File: src/rtl/rogelio_mv_pkg.sv
// Shared opcode encodings and pin-direction constants for the rogelio_mv accumulator ALU.
package rogelio_mv_pkg;

    localparam int unsigned WIDTH = 8;

    localparam logic [2:0] OP_LOAD = 3'd0;
    localparam logic [2:0] OP_ADD  = 3'd1;
    localparam logic [2:0] OP_SUB  = 3'd2;
    localparam logic [2:0] OP_AND  = 3'd3;
    localparam logic [2:0] OP_OR   = 3'd4;
    localparam logic [2:0] OP_XOR  = 3'd5;
    localparam logic [2:0] OP_SHL  = 3'd6;
    localparam logic [2:0] OP_SHR  = 3'd7;

    localparam logic [7:0] UIO_OE_MASK = 8'hF0;

endpackage

File: src/rtl/rogelio_mv_alu.sv
// Combinational ALU: computes the next accumulator value and carry/borrow for one opcode.
module rogelio_mv_alu
    import rogelio_mv_pkg::*;
(
    input  logic [WIDTH-1:0] a,
    input  logic [WIDTH-1:0] b,
    input  logic [2:0]       op,
    output logic [WIDTH-1:0] r,
    output logic             c
);

    logic [WIDTH:0] wide;

    always_comb begin
        r    = '0;
        c    = 1'b0;
        wide = '0;
        case (op)
            OP_LOAD: r = b;
            OP_ADD: begin
                wide = {1'b0, a} + {1'b0, b};
                r    = wide[WIDTH-1:0];
                c    = wide[WIDTH];
            end
            // Bit 8 of the 9-bit difference is set exactly when b > a (borrow).
            OP_SUB: begin
                wide = {1'b0, a} - {1'b0, b};
                r    = wide[WIDTH-1:0];
                c    = wide[WIDTH];
            end
            OP_AND: r = a & b;
            OP_OR:  r = a | b;
            OP_XOR: r = a ^ b;
            OP_SHL: begin
                r = {a[WIDTH-2:0], 1'b0};
                c = a[WIDTH-1];
            end
            OP_SHR: begin
                r = {1'b0, a[WIDTH-1:1]};
                c = a[0];
            end
            default: begin
                r = '0;
                c = 1'b0;
            end
        endcase
    end

endmodule

File: src/rtl/rogelio_mv.sv
// Tiny Tapeout accumulator ALU: executes one command per rising edge of the uio_in[3] strobe.
module rogelio_mv
    import rogelio_mv_pkg::*;
(
    input  logic             clk,
    input  logic             rst_n,
    input  logic             ena,
    input  logic [WIDTH-1:0] ui_in,
    input  logic [7:0]       uio_in,
    output logic [WIDTH-1:0] uo_out,
    output logic [7:0]       uio_out,
    output logic [7:0]       uio_oe
);

    logic [WIDTH-1:0] acc_q, acc_d;
    logic             z_q, z_d;
    logic             c_q, c_d;
    logic             n_q, n_d;
    logic             done_q, done_d;
    logic             strobe_q;
    logic             fire;
    logic [WIDTH-1:0] alu_r;
    logic             alu_c;
    logic             unused_uio;

    assign unused_uio = ^uio_in[7:4];

    rogelio_mv_alu u_alu (
        .a  (acc_q),
        .b  (ui_in),
        .op (uio_in[2:0]),
        .r  (alu_r),
        .c  (alu_c)
    );

    // strobe_q resets high so a strobe held through reset release is not seen as an edge.
    assign fire = ena & uio_in[3] & ~strobe_q;

    always_comb begin
        acc_d  = acc_q;
        z_d    = z_q;
        c_d    = c_q;
        n_d    = n_q;
        done_d = 1'b0;
        if (fire) begin
            acc_d  = alu_r;
            z_d    = (alu_r == '0);
            c_d    = alu_c;
            n_d    = alu_r[WIDTH-1];
            done_d = 1'b1;
        end
    end

    always_ff @(posedge clk or negedge rst_n) begin
        if (!rst_n) begin
            acc_q    <= '0;
            z_q      <= 1'b1;
            c_q      <= 1'b0;
            n_q      <= 1'b0;
            done_q   <= 1'b0;
            strobe_q <= 1'b1;
        end else begin
            acc_q    <= acc_d;
            z_q      <= z_d;
            c_q      <= c_d;
            n_q      <= n_d;
            done_q   <= done_d;
            strobe_q <= uio_in[3];
        end
    end

    assign uo_out  = acc_q;
    assign uio_out = {done_q, n_q, c_q, z_q, 4'b0000};
    assign uio_oe  = UIO_OE_MASK;

endmodule

File: config.mk
export PLATFORM = sky130hd
export DESIGN_NAME = rogelio_mv
export DESIGN_NICKNAME = d
export VERILOG_FILES = /design/src/rtl/rogelio_mv_pkg.sv /design/src/rtl/rogelio_mv_alu.sv /design/src/rtl/rogelio_mv.sv
export SDC_FILE = /design/constraint.sdc
export NUM_CORES = 1
export LEC_CHECK = 0
export CORE_MARGIN = 2
export CORE_UTILIZATION = 56
export DETAILED_ROUTE_END_ITERATION = 7
export PLACE_DENSITY_LB_ADDON = 0.3
export SYNTH_ARGS = -nofsm -noshare
export SYNTH_HDL_FRONTEND = slang
export SYNTH_SLANG_ARGS = --single-unit
File: constraint.sdc
create_clock -name clk -period 4.9 [get_ports clk]
set_input_delay 0.98 -clock clk [delete_from_list [all_inputs] [get_ports clk]]
set_output_delay 0.98 -clock clk [all_outputs]
set_load 0.01 [all_outputs]
# After elaboration in Yosys (flattened, before gate mapping)
# Cells that the tools add are included.
dict set report totals {
  register_bits 13
}
dict set report classes {
  add_sub_neg 2
  eq_ne 7
  n_mux 3
  bitwise_logic 6
  n_reduce_logical 2
}
# op n
set op_table {}
lappend op_table {{$pmux 8 s8} 1}
lappend op_table {{$eq 3x3->1 const B} 4}
lappend op_table {{$add 8x8->9} 1}
lappend op_table {{$sub 8x8->9} 1}
lappend op_table {{$and 8x8->8} 1}
lappend op_table {{$logic_not 8->1} 1}
lappend op_table {{$or 8x8->8} 1}
lappend op_table {{$xor 8x8->8} 1}
lappend op_table {{$eq 3x2->1 const B} 2}
lappend op_table {{$pmux 1 s4} 1}
lappend op_table {{$eq 3x1->1 const B} 1}
lappend op_table {{$logic_not 3->1} 1}
lappend op_table {{$and 1x1->1} 2}
lappend op_table {{$mux 1} 1}
lappend op_table {{$not 1->1} 1}

# Logic depth before layout (Yosys ltp)
dict set report depth {
  word_depth 3
  depth_mapped 10
}

# Modules after synthesis
# A second synthesis with hierarchy kept.
dict set report unflattened {
  hier_cells 261
  area_unflattened_um2 2122.0
}
# module n_inst cells_per_inst area_per_inst_um2
set modules_own_cells {}
lappend modules_own_cells {rogelio_mv_alu 1 213 1496.4}
lappend modules_own_cells {rogelio_mv 1 48 625.6}

# Worst setup path before layout
# OpenSTA, ideal clock, no wires.
dict set report synth_timing {
  path_kind {input to register}
  startpoint {input ui_in[0]}
  endpoint {register z_q}
  setup_ns 0.061
  arrival_ns 2.890
  t_required_ns 4.839
  path_slack_ns 1.949
  path_stages 9
  path_buffers 0
  cell_sequence {ha_1 fa_1 a21o_1 a41oi_1 a211o_1 o31ai_1 o32ai_1 nor4b_2 a32o_2}
}
dict set report synth_between {
  elab_chain_cells 3
  word_cells_on_any_way 7
  classes_between {add/sub (2); mux (1); bitwise (3); reduce/logical (1)}
}
# element line_no
set synth_lines {}
lappend synth_lines {{start, declared} rogelio_mv.sv:8} ;# input logic [WIDTH-1:0] ui_in,
lappend synth_lines {{$sub 8x8->9 (tied with other cells)} rogelio_mv_alu.sv:27} ;# wide = {1'b0, a} - {1'b0, b};
lappend synth_lines {{$pmux 8 s8 (*)} rogelio_mv_alu.sv:18} ;# case (op)
lappend synth_lines {{$logic_not 8->1 (*)} rogelio_mv.sv:47} ;# z_d = (alu_r == '0);
lappend synth_lines {{end signal, assigned} rogelio_mv.sv:64} ;# z_q <= z_d;
lappend synth_lines {{end, declared} rogelio_mv.sv:16} ;# logic z_q, z_d;
# Every way passes the cells marked *; elsewhere a longest branch is shown, timed or not.
# A chain may end at the register's enable or synchronous reset.

# Worst setup path in the final report
dict set report layout_timing {
  startpoint {input uio_in[2]}
  endpoint {register z_q}
}
dict set report layout_between {
  elab_chain_cells 3
  word_cells_on_any_way 10
  classes_between {eq/ne (7); mux (1); reduce/logical (2)}
}
# element line_no
set layout_lines {}
lappend layout_lines {{start, declared} rogelio_mv.sv:9} ;# input logic [7:0] uio_in,
lappend layout_lines {{$eq 3x3->1 (tied with other cells)} rogelio_mv_alu.sv:18}
lappend layout_lines {{$pmux 8 s8 (*)} rogelio_mv_alu.sv:18}
lappend layout_lines {{$logic_not 8->1 (*)} rogelio_mv.sv:47}
# Marked as above.

==> run summary <==
Status: complete, no violations
Worst r2r src: uo_out[0]
Seq pwr share: 24.0%
Syn avg cell area: 8.007 um^2
Slew Viols, Final: 0
Crit path max fanout: 19
Gr usage total: 24.70%
Final WL: 4803 um
Crit. End Element: flip-flop
Worst-margin pin slew: 808.7 ps
H-Tree Depth: 1
Fillers: 320
RSZ-0062 raised after global routing: no
Fmax: 280.1 MHz
Non-filler cells, final: 305
Pin count of the biggest net entering global routing: 20
Clk_lat worst skew: 270 ps
Most frequent cell after synthesis: ha_1
Slew headroom: 45.92%
Post-placement cell count: 301
Hold WC Path Type: reg2reg
Initial core utilization: 59.04%
Critical path type: in2reg
PortBufs: 26
Starting DRT DRC Count: 137
GRT overflow: 0
Power, Total: 0.6683 mW
Largest cells by area after synthesis: ha_1 (15%), dfrtp_1 (13%), buf_4 (6.8%), o21ai_0 (4.0%), inv_1 (4.0%)
Post-CTS sizing: 0
Layout cells sized above 1: 9.653%
Setup slack, reg-to-reg: 2070 ps
DP HPWL: 3597 um
Post-synth top cells: ha_1 (24), inv_1 (21), nand2_1 (20), buf_4 (18)
Hold depth: 2
Area growth syn-to-layout: 10.90%
Yosys warns: 0
Reg area: 302.8 um^2
FF-to-FF path depth: 9
P_int: 0.3653 mW
Final ANT Viol Nets: 0
Max VDD drop: 0.1824 mV
P per Cell Area: 303.5 nW/um^2
Core box area: 3363 um^2
Leakage: 0.9925 nW
I/O Pins: 43
Sw Pwr: 0.3030 mW
Area share of the leading cell type in the synthesized netlist: 15.12%
Period utilisation layout: 72.87%
Async SR Flop Fraction: 100.0%
Clk root buf: clkbuf_4
Primary FF master, synth: dfrtp_1
Setup Viol. Count Final: 0
Setup TNS: 0 ps
Netlist cell types: 62
TritonCTS Buffers: 3
Post-CTS setup buffer count: 0
Antenna diodes: 0
Die area: 4038 um^2
Synth area leader: ha_1
Final #Nets: 305
Post-synth EDFFs: 0
Mapped Area: 1986 um^2
Routed WL per cell: 15.75 um
Synth Instances: 248
Startpoint class of the critical path: input port
Final min period: 3570 ps
Worst Path Required: 5110 ps
Vias after detailed routing: 1806
Worst Hold Path EP: c_q
Clock Path Buffers: 2
Drt pass-1 iters: 4
Vias in the first global route: 1594
Combinational Power Share: 64.2%
CTS Sinks: 12
DR vias/cell: 5.921
Clk pwr share: 11.8%
Placer's final routability congestion estimate: 0.9082
CTS tree: done
Die H: 63.55 um
Sequential-to-total area share from yosys stat: 15.25%
Max cap viols: 0
Sw frac: 45.34%
Hold Fails Final Rpt: 0
Std cell rows: 21
First-pass GRT wire length: 7900 um
Detailed-route DRC error count: 0
Antenna violations before repair: 0
WP data arrival: 3780 ps
Hold_sp: c_q
Layout Skew: 0.7387 ps
CTS Hold Buffers Added: 0
Die width: 63.55 um
Multi-input logic area: 1429 um^2
R2R Path End: z_q
Register clock-pin slew on the reported worst setup and hold paths: 70 ps
Synthesis-stage register bit count: 12
[registers in the layout, summed over array words and instances (netlist names)]
register and count:
uo_out 8, z_q 1, c_q 1, done_q 1
strobe_q 1
[through the flow]
| stage | cell area [um^2] | hold WS [ps] | worst slack, ps | util [%] |
|---|---|---|---|---|
| final | 2202 | 564.1 | 1330 | 65.48 |
| after global routing | 2202 | 596.6 | 1190 | 65.48 |
| after CTS | 2202 | 572.7 | 1397 | 65.48 |
| after detailed placement | 2166 | 562.2 | 1121 | 64.40 |
| after global placement | 2166 | 556.8 | 1123 | 64.40 |
| after floorplan | 2023 | 519.8 | 1949 | - |
[critical path: stages]
cell	delay, ps
clkdlybuf4s50_1	830
buf_4	390
nor3b_1	610
nand2b_1	150
mux2i_1	200
o32ai_2	130
o2111ai_1	130
nor4b_2	80
a32o_2	270
[layer usage]
metal | part of all wire (%) | global-route usage, % | vias to the layer above
met1 | 47 | 35.29 | 855
met5 | 0 | 0 | -
met3 | 4.1 | 2.679 | 11
met2 | 47 | 38.42 | 57
li1 | - | - | 883
met4 | 2.0 | 8.696 | 0
[worst max path at each step]
stage          slack (ps)  depth (start not counted)   to  startpoint
6_report             1330                          9  z_q   uio_in[2]
5_1_grt              1190                         10  z_q    ui_in[0]
2_1_floorplan        1950                          9  z_q    ui_in[0]
3_3_place_gp         1120                         10  z_q    ui_in[0]
4_1_cts              1400                          9  z_q   uio_in[2]
3_5_place_dp         1120                          9  z_q   uio_in[2]
[placed cells by master (no fill, tap or decap), drive strengths merged, types with 5 or more instances in the layout]
master / count
a21oi: 9
buf: 5
clkdlybuf4s50: 26
conb: 12
dfrtp: 10
ha: 24
inv: 21
mux2i: 7
nand2: 20
nand3: 5
nor2: 16
nor2b: 5
o21ai: 16
[layout make-up]
type	count	area share [%]
multi-input combinational	191	64.89
sequential	12	13.75
timing repair buffer	31	13.52
inverter	21	3.580
tap	46	2.614
clock buffer	4	1.648
[power groups by stage]
stage	Clock [mW]	Combinational, mW	Sequential, mW
after global routing	0.0849	0.473	0.166
after detailed placement	0	0.422	0.162
final	0.0791	0.429	0.160
after global placement	0	0.412	0.161
after CTS	0.0798	0.424	0.160
after floorplan	0	0.306	0.158
[cells by family after synthesis]
family          count (synthesis)  share of synthesized area (%)
compound gates                 73                          26.78
simple gates                   67                          17.83
buf+inv                        55                          14.68
fa+ha+maj                      26                          17.14
mux                            12                          7.498
flops                          12                          15.25
other cells                     2                         0.3782
xor+xnor                        1                         0.4412
No activity file was read; power rests on OpenSTA's default activity.
